$ cat config.mk
export PLATFORM = sky130hd
export DESIGN_NAME = pokey_cell_seq
export DESIGN_NICKNAME = d
export VERILOG_FILES = /design/src/rtl/pokey_cell_seq.sv
export SDC_FILE = /design/constraint.sdc
export NUM_CORES = 1
export LEC_CHECK = 0
export ABC_AREA = 1
export BUFFER_PORTS_ARGS = -buffer_cell sky130_fd_sc_hd__buf_2
export CORE_ASPECT_RATIO = 0.5
export CORE_MARGIN = 5
export CORE_UTILIZATION = 38
export DETAILED_ROUTE_END_ITERATION = 8
export PLACE_DENSITY = 0.58
export SYNTH_ARGS = -nofsm -noshare
export SYNTH_HDL_FRONTEND = slang
export SYNTH_SLANG_ARGS = --single-unit
$ cat constraint.sdc
create_clock -name clk -period 2.05 [get_ports clk]
set_clock_uncertainty 0.2 [all_clocks]
set_input_delay 0.1025 -clock clk [delete_from_list [all_inputs] [get_ports clk]]
set_output_delay 0.1025 -clock clk [all_outputs]
set_load 0.05 [all_outputs]
$ cat src/rtl/pokey_cell_seq.sv
// Sequencer for load/clear strobes to a POKEY-style cell bank, paced by the slow-clock
// falling-edge pulse enn, with a timeout abort if the slow clock stops.
module pokey_cell_seq #(
  parameter int unsigned TMO = 63
) (
  input  logic       clk,
  input  logic       nrst,
  input  logic       enn,
  input  logic       ld_req,
  input  logic [7:0] ld_data,
  output logic       ld_ack,
  input  logic       rst_req,
  output logic       rst_ack,
  output logic       err,
  output logic       busy,
  output logic [7:0] D,
  output logic       Ld,
  output logic       nLd,
  output logic       R
);

  typedef enum logic [1:0] {S_IDLE, S_ARM, S_ACTIVE, S_GUARD} state_e;
  typedef enum logic       {OP_LOAD, OP_CLR} op_e;

  localparam logic [7:0] TMO_C = TMO[7:0];

  state_e     state_q, state_d;
  op_e        op_q, op_d;
  logic [7:0] d_q, d_d;
  logic       ld_q, ld_d;
  logic       r_q, r_d;
  logic       ld_ack_q, ld_ack_d;
  logic       rst_ack_q, rst_ack_d;
  logic       err_q, err_d;
  logic [7:0] cnt_q, cnt_d;
  logic       timeout;

  // The counter only advances outside IDLE and is zeroed on every enn, so it
  // can never pass TMO_C before the abort fires.
  assign timeout = (state_q != S_IDLE) && !enn && (cnt_q == TMO_C);

  // NOTE: every variable gets a default before the case so no path leaves it
  // unassigned; a missing default here would infer a latch.
  always_comb begin
    state_d   = state_q;
    op_d      = op_q;
    d_d       = d_q;
    ld_d      = ld_q;
    r_d       = r_q;
    ld_ack_d  = 1'b0;
    rst_ack_d = 1'b0;
    err_d     = 1'b0;
    cnt_d     = enn ? 8'd0 : cnt_q + 8'd1;

    if (timeout) begin
      state_d = S_IDLE;
      ld_d    = 1'b0;
      r_d     = 1'b0;
      err_d   = 1'b1;
      cnt_d   = 8'd0;
    end else begin
      unique case (state_q)
        S_IDLE: begin
          cnt_d = 8'd0;
          // A request is not taken in the cycle its predecessor's ack is high.
          if (!ld_ack_q && !rst_ack_q) begin
            if (rst_req) begin
              op_d    = OP_CLR;
              state_d = S_ARM;
            end else if (ld_req) begin
              op_d    = OP_LOAD;
              d_d     = ld_data;
              state_d = S_ARM;
            end
          end
        end
        S_ARM: begin
          if (enn) begin
            state_d = S_ACTIVE;
            ld_d    = (op_q == OP_LOAD);
            r_d     = (op_q == OP_CLR);
          end
        end
        S_ACTIVE: begin
          if (enn) begin
            state_d = S_GUARD;
            ld_d    = 1'b0;
            r_d     = 1'b0;
          end
        end
        S_GUARD: begin
          if (enn) begin
            state_d   = S_IDLE;
            ld_ack_d  = (op_q == OP_LOAD);
            rst_ack_d = (op_q == OP_CLR);
          end
        end
        default: state_d = S_IDLE;
      endcase
    end
  end

  // NOTE: state registers use non-blocking assignments so every flop samples
  // the pre-edge values; reset clears every register, including D to 8'hFF.
  always_ff @(posedge clk or negedge nrst) begin
    if (!nrst) begin
      state_q   <= S_IDLE;
      op_q      <= OP_LOAD;
      d_q       <= 8'hFF;
      ld_q      <= 1'b0;
      r_q       <= 1'b0;
      ld_ack_q  <= 1'b0;
      rst_ack_q <= 1'b0;
      err_q     <= 1'b0;
      cnt_q     <= 8'd0;
    end else begin
      state_q   <= state_d;
      op_q      <= op_d;
      d_q       <= d_d;
      ld_q      <= ld_d;
      r_q       <= r_d;
      ld_ack_q  <= ld_ack_d;
      rst_ack_q <= rst_ack_d;
      err_q     <= err_d;
      cnt_q     <= cnt_d;
    end
  end

  assign D       = d_q;
  assign Ld      = ld_q;
  assign nLd     = ~ld_q;
  assign R       = r_q;
  assign ld_ack  = ld_ack_q;
  assign rst_ack = rst_ack_q;
  assign err     = err_q;
  assign busy    = (state_q != S_IDLE);

endmodule

== After elaboration in Yosys (flattened, before gate mapping) ==
Cells that the tools add are included.
Storage, ports and cells
  word-level logic and storage cells: 64
  flip-flop bits (word level): 24
  output and inout bits: 15
Cells by class
  reductions and logical operators: 14
  bitwise operators: 4
  add/sub/neg operators: 1
  mux-type cells: 27
  equal/unequal tests: 9
Operators with widths (number)
  8-bit two-way mux: 3
  1-bit two-way mux: 14
  2-bit two-way mux: 7
  3-bit inequality test, second input constant: 4
  5-bit AND reduction: 2
  8-bit by 1-bit adder with 8-bit output, second input constant: 1
  8-bit by 6-bit == test with 1-bit output, second input constant: 1
  2-bit case mux with 4 select lines: 1
  2-bit == test, second input constant: 2
  4-bit inequality test, second input constant: 1
  1-bit NOT: 4
  1-bit case mux with 2 select lines: 2
  4-bit AND reduction: 1
  2-bit nonzero test: 2
  1-bit logical AND: 3
  1-bit zero test: 3
  3-bit AND reduction: 1
  3-bit nonzero test: 1
  2-bit by 1-bit == test with 1-bit output, second input constant: 1
  2-bit zero test: 1

== Depth between registers and ports, before layout ==
Gate-level depths: netlist of the first run.
  depth in word-level cells: 5
  depth in mapped cells: 10

== Worst setup path before layout of the first run ==
OpenSTA, ideal clock, no wires.
  path kind: reg2reg
  start point: register state_q[0]
  end point: register state_q[0]
  setup slack: 0.303 ns
  clock period less this slack: 1.747 ns
  stages on the path, launching flop included: 11
  setup time: 0.117 ns
  data arrival time: 1.430 ns
  path through: dfrtp_1 -> inv_1 -> ha_1 -> inv_2 -> nand2_4 -> nor2_2 -> nand2_4 -> nand2_1 -> nand2_1 -> nand2_1 -> nand2_1
On the way
  cells in the longest elaborated chain, start to end: 5
  elaborated cells on any way between the ends: 15
  classes of those cells: eq/ne (8); mux (2); reduce/logical (5)
Ends and longest elaborated chain
  from (decl): RTL line 27  | state_e state_q, state_d;
  from (signal assigned): RTL line 117  | state_q <= state_d;
  2-bit nonzero test (*)
  named net busy: RTL line 15  | output logic busy,
  1-bit logical AND (*) (2 in a row): RTL line 40  | assign timeout = (state_q != S_IDLE) && !enn && (cnt_q == TMO_C);
  4-bit inequality test (no line) or 3-bit inequality test (tied branches)
  5-bit AND reduction (no line)
Mark *: on every way through the listed nets, which the timed path passes. The rest lies on a longest branch.
A chain may end at the register's enable or synchronous reset.

== Worst setup path in the final report of the first run ==
  start point: register state_q[0]
  end point: register state_q[0]
On the way
  cells in the longest elaborated chain, start to end: 5
  elaborated cells on any way between the ends: 15
  classes of those cells: eq/ne (8); mux (2); reduce/logical (5)
Ends and longest elaborated chain (RTL line)
  2-bit nonzero test: 40
  1-bit logical AND (2 in a row): 40
  4-bit inequality test (no line) or 3-bit inequality test (tied branches)
  5-bit AND reduction (no line)
Several ways; a longest one is shown, not always the timed one.

==> impl_metrics.toml, run 1 <==
[hold_path]
kind_of_path_behind_the_tightest_hold_check = "input pin to register"

[status]
run_status = "completed"

[worst_setup_path]
cp_data_required_time_ps = 2020
critical_path.slowest_cell = "sky130_fd_sc_hd__dfrtp_1"
timing.critical_path.fanout_max = 9
worst-endpoint-arrival_ps = 1670
count_of_buffer_and_inverter_cells_on_the_critical_path = 2
critical_path.most_common_cell = "sky130_fd_sc_hd__nand2_1"
crit_chain = "inv_1 -> ha_1 -> inv_2 -> nand2_4 -> nor2_2 -> nand2_4 -> nand2_1 -> nand2_1 -> nand2_1 -> nand2_1"
criticalPathCategory = "register to register"
critical_path.startpoint_type = "register"
setup.worst_path.end_class = "register"
critPathTopFamily = "simple AND/OR/NAND/NOR gates"
cpPeakStageDelay_ps = 410

[timing]
worstMarginPinSlew_ps = 518.2
hold_viol = 0
slew-limit-headroom = 0.6545
totalNegativeSetupSlack_ps = 0
grt_setup_unrepaired = "no"
final.min_clock_period_ps = 1703
fmax_mhz = 587.1
layout_worst_path_cycle_share = 0.8308
setup_viol = 0
final-max-slew-violation-count = 0

[yosys]
synth.avg_cell_area_sq_um = 8.633
synth.lib_cells_used.distinct = 24
ys_top_cells_by_area = "sky130_fd_sc_hd__dfrtp_1 33%, sky130_fd_sc_hd__dfstp_2 17%, sky130_fd_sc_hd__nand2_1 14%"
synth.largest_area_cell = "sky130_fd_sc_hd__dfrtp_1"
syn-num-nets = 159
synthCells = 140
netlist.area_leader.share = 0.3313
mappedNetlistArea_sq_um = 1209
ys_ff_latch = 24
share_of_synthesized_area_occupied_by_flip_flops_and_latches = 0.5052
ys_warn_count = 0

[global_route]
groute.usage.overall = 0.1121
antenna_found_initial = 0
largest_net_degree_at_the_start_of_global_routing = 25
first_global_vias = 942
grt_remaining_overflow = 0
grt_first_pass_wirelength_mm = 4.091

[power]
power.ir.vdd_worst_mv = 0.7476
powerDensity_nw_per_um2 = 1406
power_leakage_nw = 0.8712

[floorplanning]
effective_utilization_at_floorplan = 0.3988
dieArea_sq_um = 4477
core.rowCount = 14
die_x_um = 89.76
dieHeight_um = 49.88
io-pin-count = 28
fp.coreArea_sq_um = 3030

[detailed_routing]
routed-via-count = 966
drt_first_iter_violations = 28
route.antenna.remaining_nets = 0
post_drt_wl_per_cell_um = 10.48
first_pass_iteration_count_of_the_detailed_router = 4
drc_errors = 0
post_drt_via_cell_ratio = 4.351
detail_route.wirelength_mm = 2.327

[clocking]
cts_setup_buffers = 0
tritoncts = "done"
max-clock-path-buffers = 2
tritoncts_num_sinks = 24
clk_latency_ps = 270
cts_buffers = 3
htreeDepth = 1
cts.root.buffer_cell = "sky130_fd_sc_hd__clkbuf_8"
cts.clk_slew.worst_paths_ps = 90

[placed_design]
gp_routability_congestion = 0.7919
portBuffers = 27
hpwl_mm = 1.708

[job]
max_cap_violations = 0

[final_layout]
finalCoreUtilization = 0.5198
area_growth_syn_to_layout_pct = 30.33
final_layout_size_suffix_gt1_frac = 0.2692
finalNetCount = 202
n_fill_cell = 290
antenna-diode-count = 0
## worst reg2reg max path: stages, from the launching register on
cell and delay (ps):
sky130_fd_sc_hd__dfrtp_1 410, sky130_fd_sc_hd__inv_1 100, sky130_fd_sc_hd__ha_1 230, sky130_fd_sc_hd__inv_2 120, sky130_fd_sc_hd__nand2_4 60, sky130_fd_sc_hd__nor2_2 140, sky130_fd_sc_hd__nand2_4 110, sky130_fd_sc_hd__nand2_1 80
sky130_fd_sc_hd__nand2_1 60, sky130_fd_sc_hd__nand2_1 60, sky130_fd_sc_hd__nand2_1 50
## registers in the layout, summed over array words and instances, names as in the netlist
register and count:
op_q 1, rst_ack 1, ld_ack 1, cnt_q 8
R 1, err 1, Ld 1, D 8
state_q 2
## cell usage in the layout, fill, tap and decap left out, drive strengths merged, types with 2 or more instances in the layout
cell         Yosys  routed
nor3             5       5
dfstp            8       8
buf              0      27
clkbuf           0       3
nand3            5       5
dlygate4sd3      0      11
nor2            13      13
dfrtp           16      16
inv             24      24
ha               6       6
o21ai            2       2
a21oi            3       3
nand4            3       3
nand2           48      48
## where the power goes
group	internal, mW	leakage, nW	switching, mW
clock	0.261	0.0357	0.148
sequential	0.665	0.296	0.0972
combinational	0.285	0.540	0.758
## routing by layer
metal  routed length [um]  up-vias  track usage
li1                     -      512            -
met1                 1036      433       0.1300
met2                 1185       21       0.1990
met3                  105        0      0.03799
met4                    0        0      0.03015
met5                    0        -            0
## path summary, 6_finish.rpt
check / startpoint / to / slack [ps] / cells after the start
hold / removal: ld_req / D[6]$_DFFE_PN1P_ / 20 / 4
setup reg to reg: state_q[0]$_DFFE_PN0P_ / state_q[0]$_DFFE_PN0P_ / 350 / 10
hold reg to reg: D[0]$_DFFE_PN1P_ / D[0]$_DFFE_PN1P_ / 270 / 2
setup / recovery: state_q[0]$_DFFE_PN0P_ / state_q[0]$_DFFE_PN0P_ / 350 / 10
min in group asynchronous: nrst / state_q[0]$_DFFE_PN0P_ / 140 / 2
max in group asynchronous: nrst / D[7]$_DFFE_PN1P_ / 1140 / 2
## Yosys cell counts (all sizes together)
master   n
xor2     1
nor2    13
inv     24
nand2   48
ha       6
nand4    3
nor3b    1
xnor2    1
clkinv   1
nand3    5
o22ai    1
or2      1
nor3     5
a21oi    3
o21ai    2
dfstp    8
dfrtp   16
nand3b   1
## logic make-up after synthesis
| kind of cell | synth area share |
|---|---|
| adders and majority gates | 0.06211 |
| DFF | 0.5052 |
| and+or+nand+nor | 0.3106 |
| xor gates and xnor gates | 0.01450 |
| AOI/OAI and AO/OA | 0.02588 |
| buffers and inverters | 0.08178 |
## repair_timing
item	in CTS	in global routing
hold buffers	11	0
endpoints found under the setup margin	0	0
gates resized for setup	0	0
hold endpoints to repair	36	0
## cell type report
| cell class | count | area, sq um | area share |
|---|---|---|---|
| clock buffer | 3 | 41.29 | 0.02621 |
| clock inverter | 1 | 30.03 | 0.01906 |
| inverter | 25 | 98.84 | 0.06275 |
| multi-input combinational | 91 | 499.2 | 0.3169 |
| sequential | 24 | 610.6 | 0.3876 |
| tap | 40 | 50.05 | 0.03177 |
| timing repair buffer | 38 | 245.2 | 0.1557 |
## stage by stage
| step | hold WS (ps) | power, mW | worst slack, ps | area, sq um | instances |
|---|---|---|---|---|---|
| floorplan | -393.1 | 1.580 | 303.0 | 1209 | 140 |
| global placement | -85.49 | 1.792 | 409.0 | 1394 | 207 |
| detailed placement | -85.28 | 1.804 | 357.7 | 1394 | 207 |
| CTS | 22.07 | 2.242 | 338.0 | 1575 | 222 |
| global route | 53.45 | 2.368 | 201.3 | 1575 | 222 |
| finish | 20.98 | 2.215 | 346.8 | 1575 | 222 |
Note: power is estimated with default switching activity, not from simulation.
==> inputs of run 2 (changes only) <==
Settings changed: PLACE_DENSITY 0.58 to 0.6.
Clock period 2.05 ns to 1.5 ns, I/O delays scaled along.
==> run 2 against run 1 <==
Against the previous run:
- clock-buffer cell count did not move
- the flow now finishes with violations (negative setup slack)
- utilization up 11 points
- flip-flop and latch count is the same
- highest routed layer is now met4
- via count grew 14%
- hold slack better by 110 ps
- largest cell class is now multi-input gates
- maximum frequency rose by 3.8%
- combinational power increased by 90%
- largest power group unchanged
- clock power grew 42%
==> impl_metrics.toml, run 2 (synthesized netlist as in run 1, its figures left out) <==
[final_layout]
area_growth_syn_to_layout_pct = 57.66
final_layout_size_suffix_gt1_frac = 0.4732
antenna-diode-count = 0
finalCoreUtilization = 0.6288
finalNetCount = 225
area.sequential_sq_um = 611.8
layout_common_cells = "37 x sky130_fd_sc_hd__nand2_1, 27 x sky130_fd_sc_hd__buf_2, 18 x sky130_fd_sc_hd__inv_1"
combined_area_of_the_multi_input_logic_cells_sq_um = 631.9
final_common_cell = "sky130_fd_sc_hd__nand2_1"
design_area_sq_um = 1906
n_fill_cell = 266

[worst_setup_path]
timing.critical_path.fanout_max = 6
critical_path.reg2reg.endpoint = "D[2]$_DFFE_PN1P_"
reg2reg_setup_slack_ps = -140
worst-endpoint-arrival_ps = 1670
criticalPathCategory = "register to register"
cp_data_required_time_ps = 1530
critical_path.startpoint_type = "register"
worstReg2RegStart = "state_q[1]$_DFFE_PN0P_"
setup.worst_path.end_class = "register"
ff2ff_path_depth = 8

[timing]
setup_viol = 19
final-max-slew-violation-count = 0
layout_worst_path_cycle_share = 1.094
worst_hold_slack_ps = 127.1
hold_viol = 0
fmax_mhz = 609.2
grt_setup_unrepaired = "yes"
worstMarginPinSlew_ps = 562.0
totalNegativeSetupSlack_ps = -1669
slew-limit-headroom = 0.6253
layout_setup_ws_ps = -141.4
final.min_clock_period_ps = 1641

[global_route]
antenna_found_initial = 0
groute.usage.overall = 0.1302
largest_net_degree_at_the_start_of_global_routing = 25
grt_remaining_overflow = 0
first_global_vias = 1105
grt_first_pass_wirelength_mm = 4.823

[power]
power.switching_fraction = 0.4466
p_int_mw = 1.999
finalPower_mw = 3.612
power_frac_comb = 0.549
power.clock.fraction = 0.161
power.ir.vdd_worst_mv = 1.322
pwr-share-seq = 0.290
powerDensity_nw_per_um2 = 1896
p_sw_mw = 1.613
power_leakage_nw = 0.9948

[status]
run_status = "finished with violations"
violations = "negative setup slack"

[clocking]
tritoncts = "done"
cts_buffers = 3
htreeDepth = 1
max-clock-path-buffers = 2
tritoncts_num_sinks = 24
cts.root.buffer_cell = "sky130_fd_sc_hd__clkbuf_8"
clk_latency_ps = 270
cts.clk_slew.worst_paths_ps = 90

[detailed_routing]
post_drt_wl_per_cell_um = 11.58
routed-via-count = 1106
detail_route.wirelength_mm = 2.837
post_drt_via_cell_ratio = 4.514
first_pass_iteration_count_of_the_detailed_router = 4
route.antenna.remaining_nets = 0
drt_first_iter_violations = 38
drc_errors = 0

[job]
max_cap_violations = 0

[placed_design]
hpwl_mm = 1.817
gp_routability_congestion = 0.7598
portBuffers = 27
placed_cell_area_sq_um = 1491

[floorplanning]
io-pin-count = 28
core.rowCount = 14
effective_utilization_at_floorplan = 0.3988
fp.coreArea_sq_um = 3030
die_x_um = 89.76
dieArea_sq_um = 4477
dieHeight_um = 49.88

[hold_path]
kind_of_path_behind_the_tightest_hold_check = "input pin to asynchronous set/reset pin"
==> run 2: repair_timing <==
| item | in CTS | in global routing |
|---|---|---|
| gates resized for setup | 13 | 20 |
| cloned | 2 | 0 |
| hold endpoints to repair | 36 | 0 |
| pin swaps | 4 | 10 |
| hold buffers | 12 | 0 |
| buffers inserted | 4 | 7 |
| endpoints found under the setup margin | 14 | 20 |
==> run 2: metal layers <==
layer	track usage	vias to the layer above	routed length (um)
met1	0.1430	521	1208
met2	0.2512	22	1511
met4	0.03015	0	9
met5	0	-	0
li1	-	561	-
met3	0.03495	2	107
==> run 2: how the worst max path moves through the flow <==
stage / startpoint / slack [ps] / cells after the start / endpoint
finish: state_q[1]$_DFFE_PN0P_ / -140 / 8 / D[2]$_DFFE_PN1P_
global route: state_q[0]$_DFFE_PN0P_ / -250 / 8 / D[2]$_DFFE_PN1P_
CTS: state_q[1]$_DFFE_PN0P_ / -130 / 8 / D[0]$_DFFE_PN1P_
detailed placement: state_q[1]$_DFFE_PN0P_ / -110 / 8 / D[2]$_DFFE_PN1P_
global placement: state_q[1]$_DFFE_PN0P_ / -70 / 8 / D[2]$_DFFE_PN1P_
floorplan: state_q[0]$_DFFE_PN0P_ / 10 / 10 / state_q[0]$_DFFE_PN0P_
==> run 2: critical path, cell delays in order, from the launching register on <==
cell and delay, ps:
sky130_fd_sc_hd__dfrtp_1 430, sky130_fd_sc_hd__inv_2 110, sky130_fd_sc_hd__ha_4 170, sky130_fd_sc_hd__inv_8 40, sky130_fd_sc_hd__nor3_4 240, sky130_fd_sc_hd__nand3_4 170
sky130_fd_sc_hd__clkinv_4 110, sky130_fd_sc_hd__nand2_1 60, sky130_fd_sc_hd__nand2_1 50
==> run 2: through the flow <==
step / setup WS [ps] / std cells
6_report: -141.4 / 245
5_1_grt: -253.8 / 245
4_1_cts: -130.1 / 238
3_5_place_dp: -114.0 / 216
3_3_place_gp: -70.27 / 216
2_1_floorplan: 13.22 / 140
==> run 2: layout make-up <==
type,count,share of cell area
Multi-Input combinational cell,92,0.3316
Sequential cell,24,0.3211
Timing Repair Buffer,59,0.2226
Inverter,25,0.05778
Tap cell,40,0.02626
Clock buffer,3,0.02167
Clock inverter,1,0.01576
Timing Repair inverter,1,0.003283
==> run 2: power by group through the flow <==
stage / Sequential, mW / Clock (mW) / Combinational, mW
2_1_floorplan: 1.52 / 0 / 0.725
3_3_place_gp: 1.05 / 0 / 1.60
3_5_place_dp: 1.04 / 0 / 1.64
4_1_cts: 1.04 / 0.592 / 1.80
5_1_grt: 1.08 / 0.622 / 2.15
6_report: 1.05 / 0.581 / 1.98
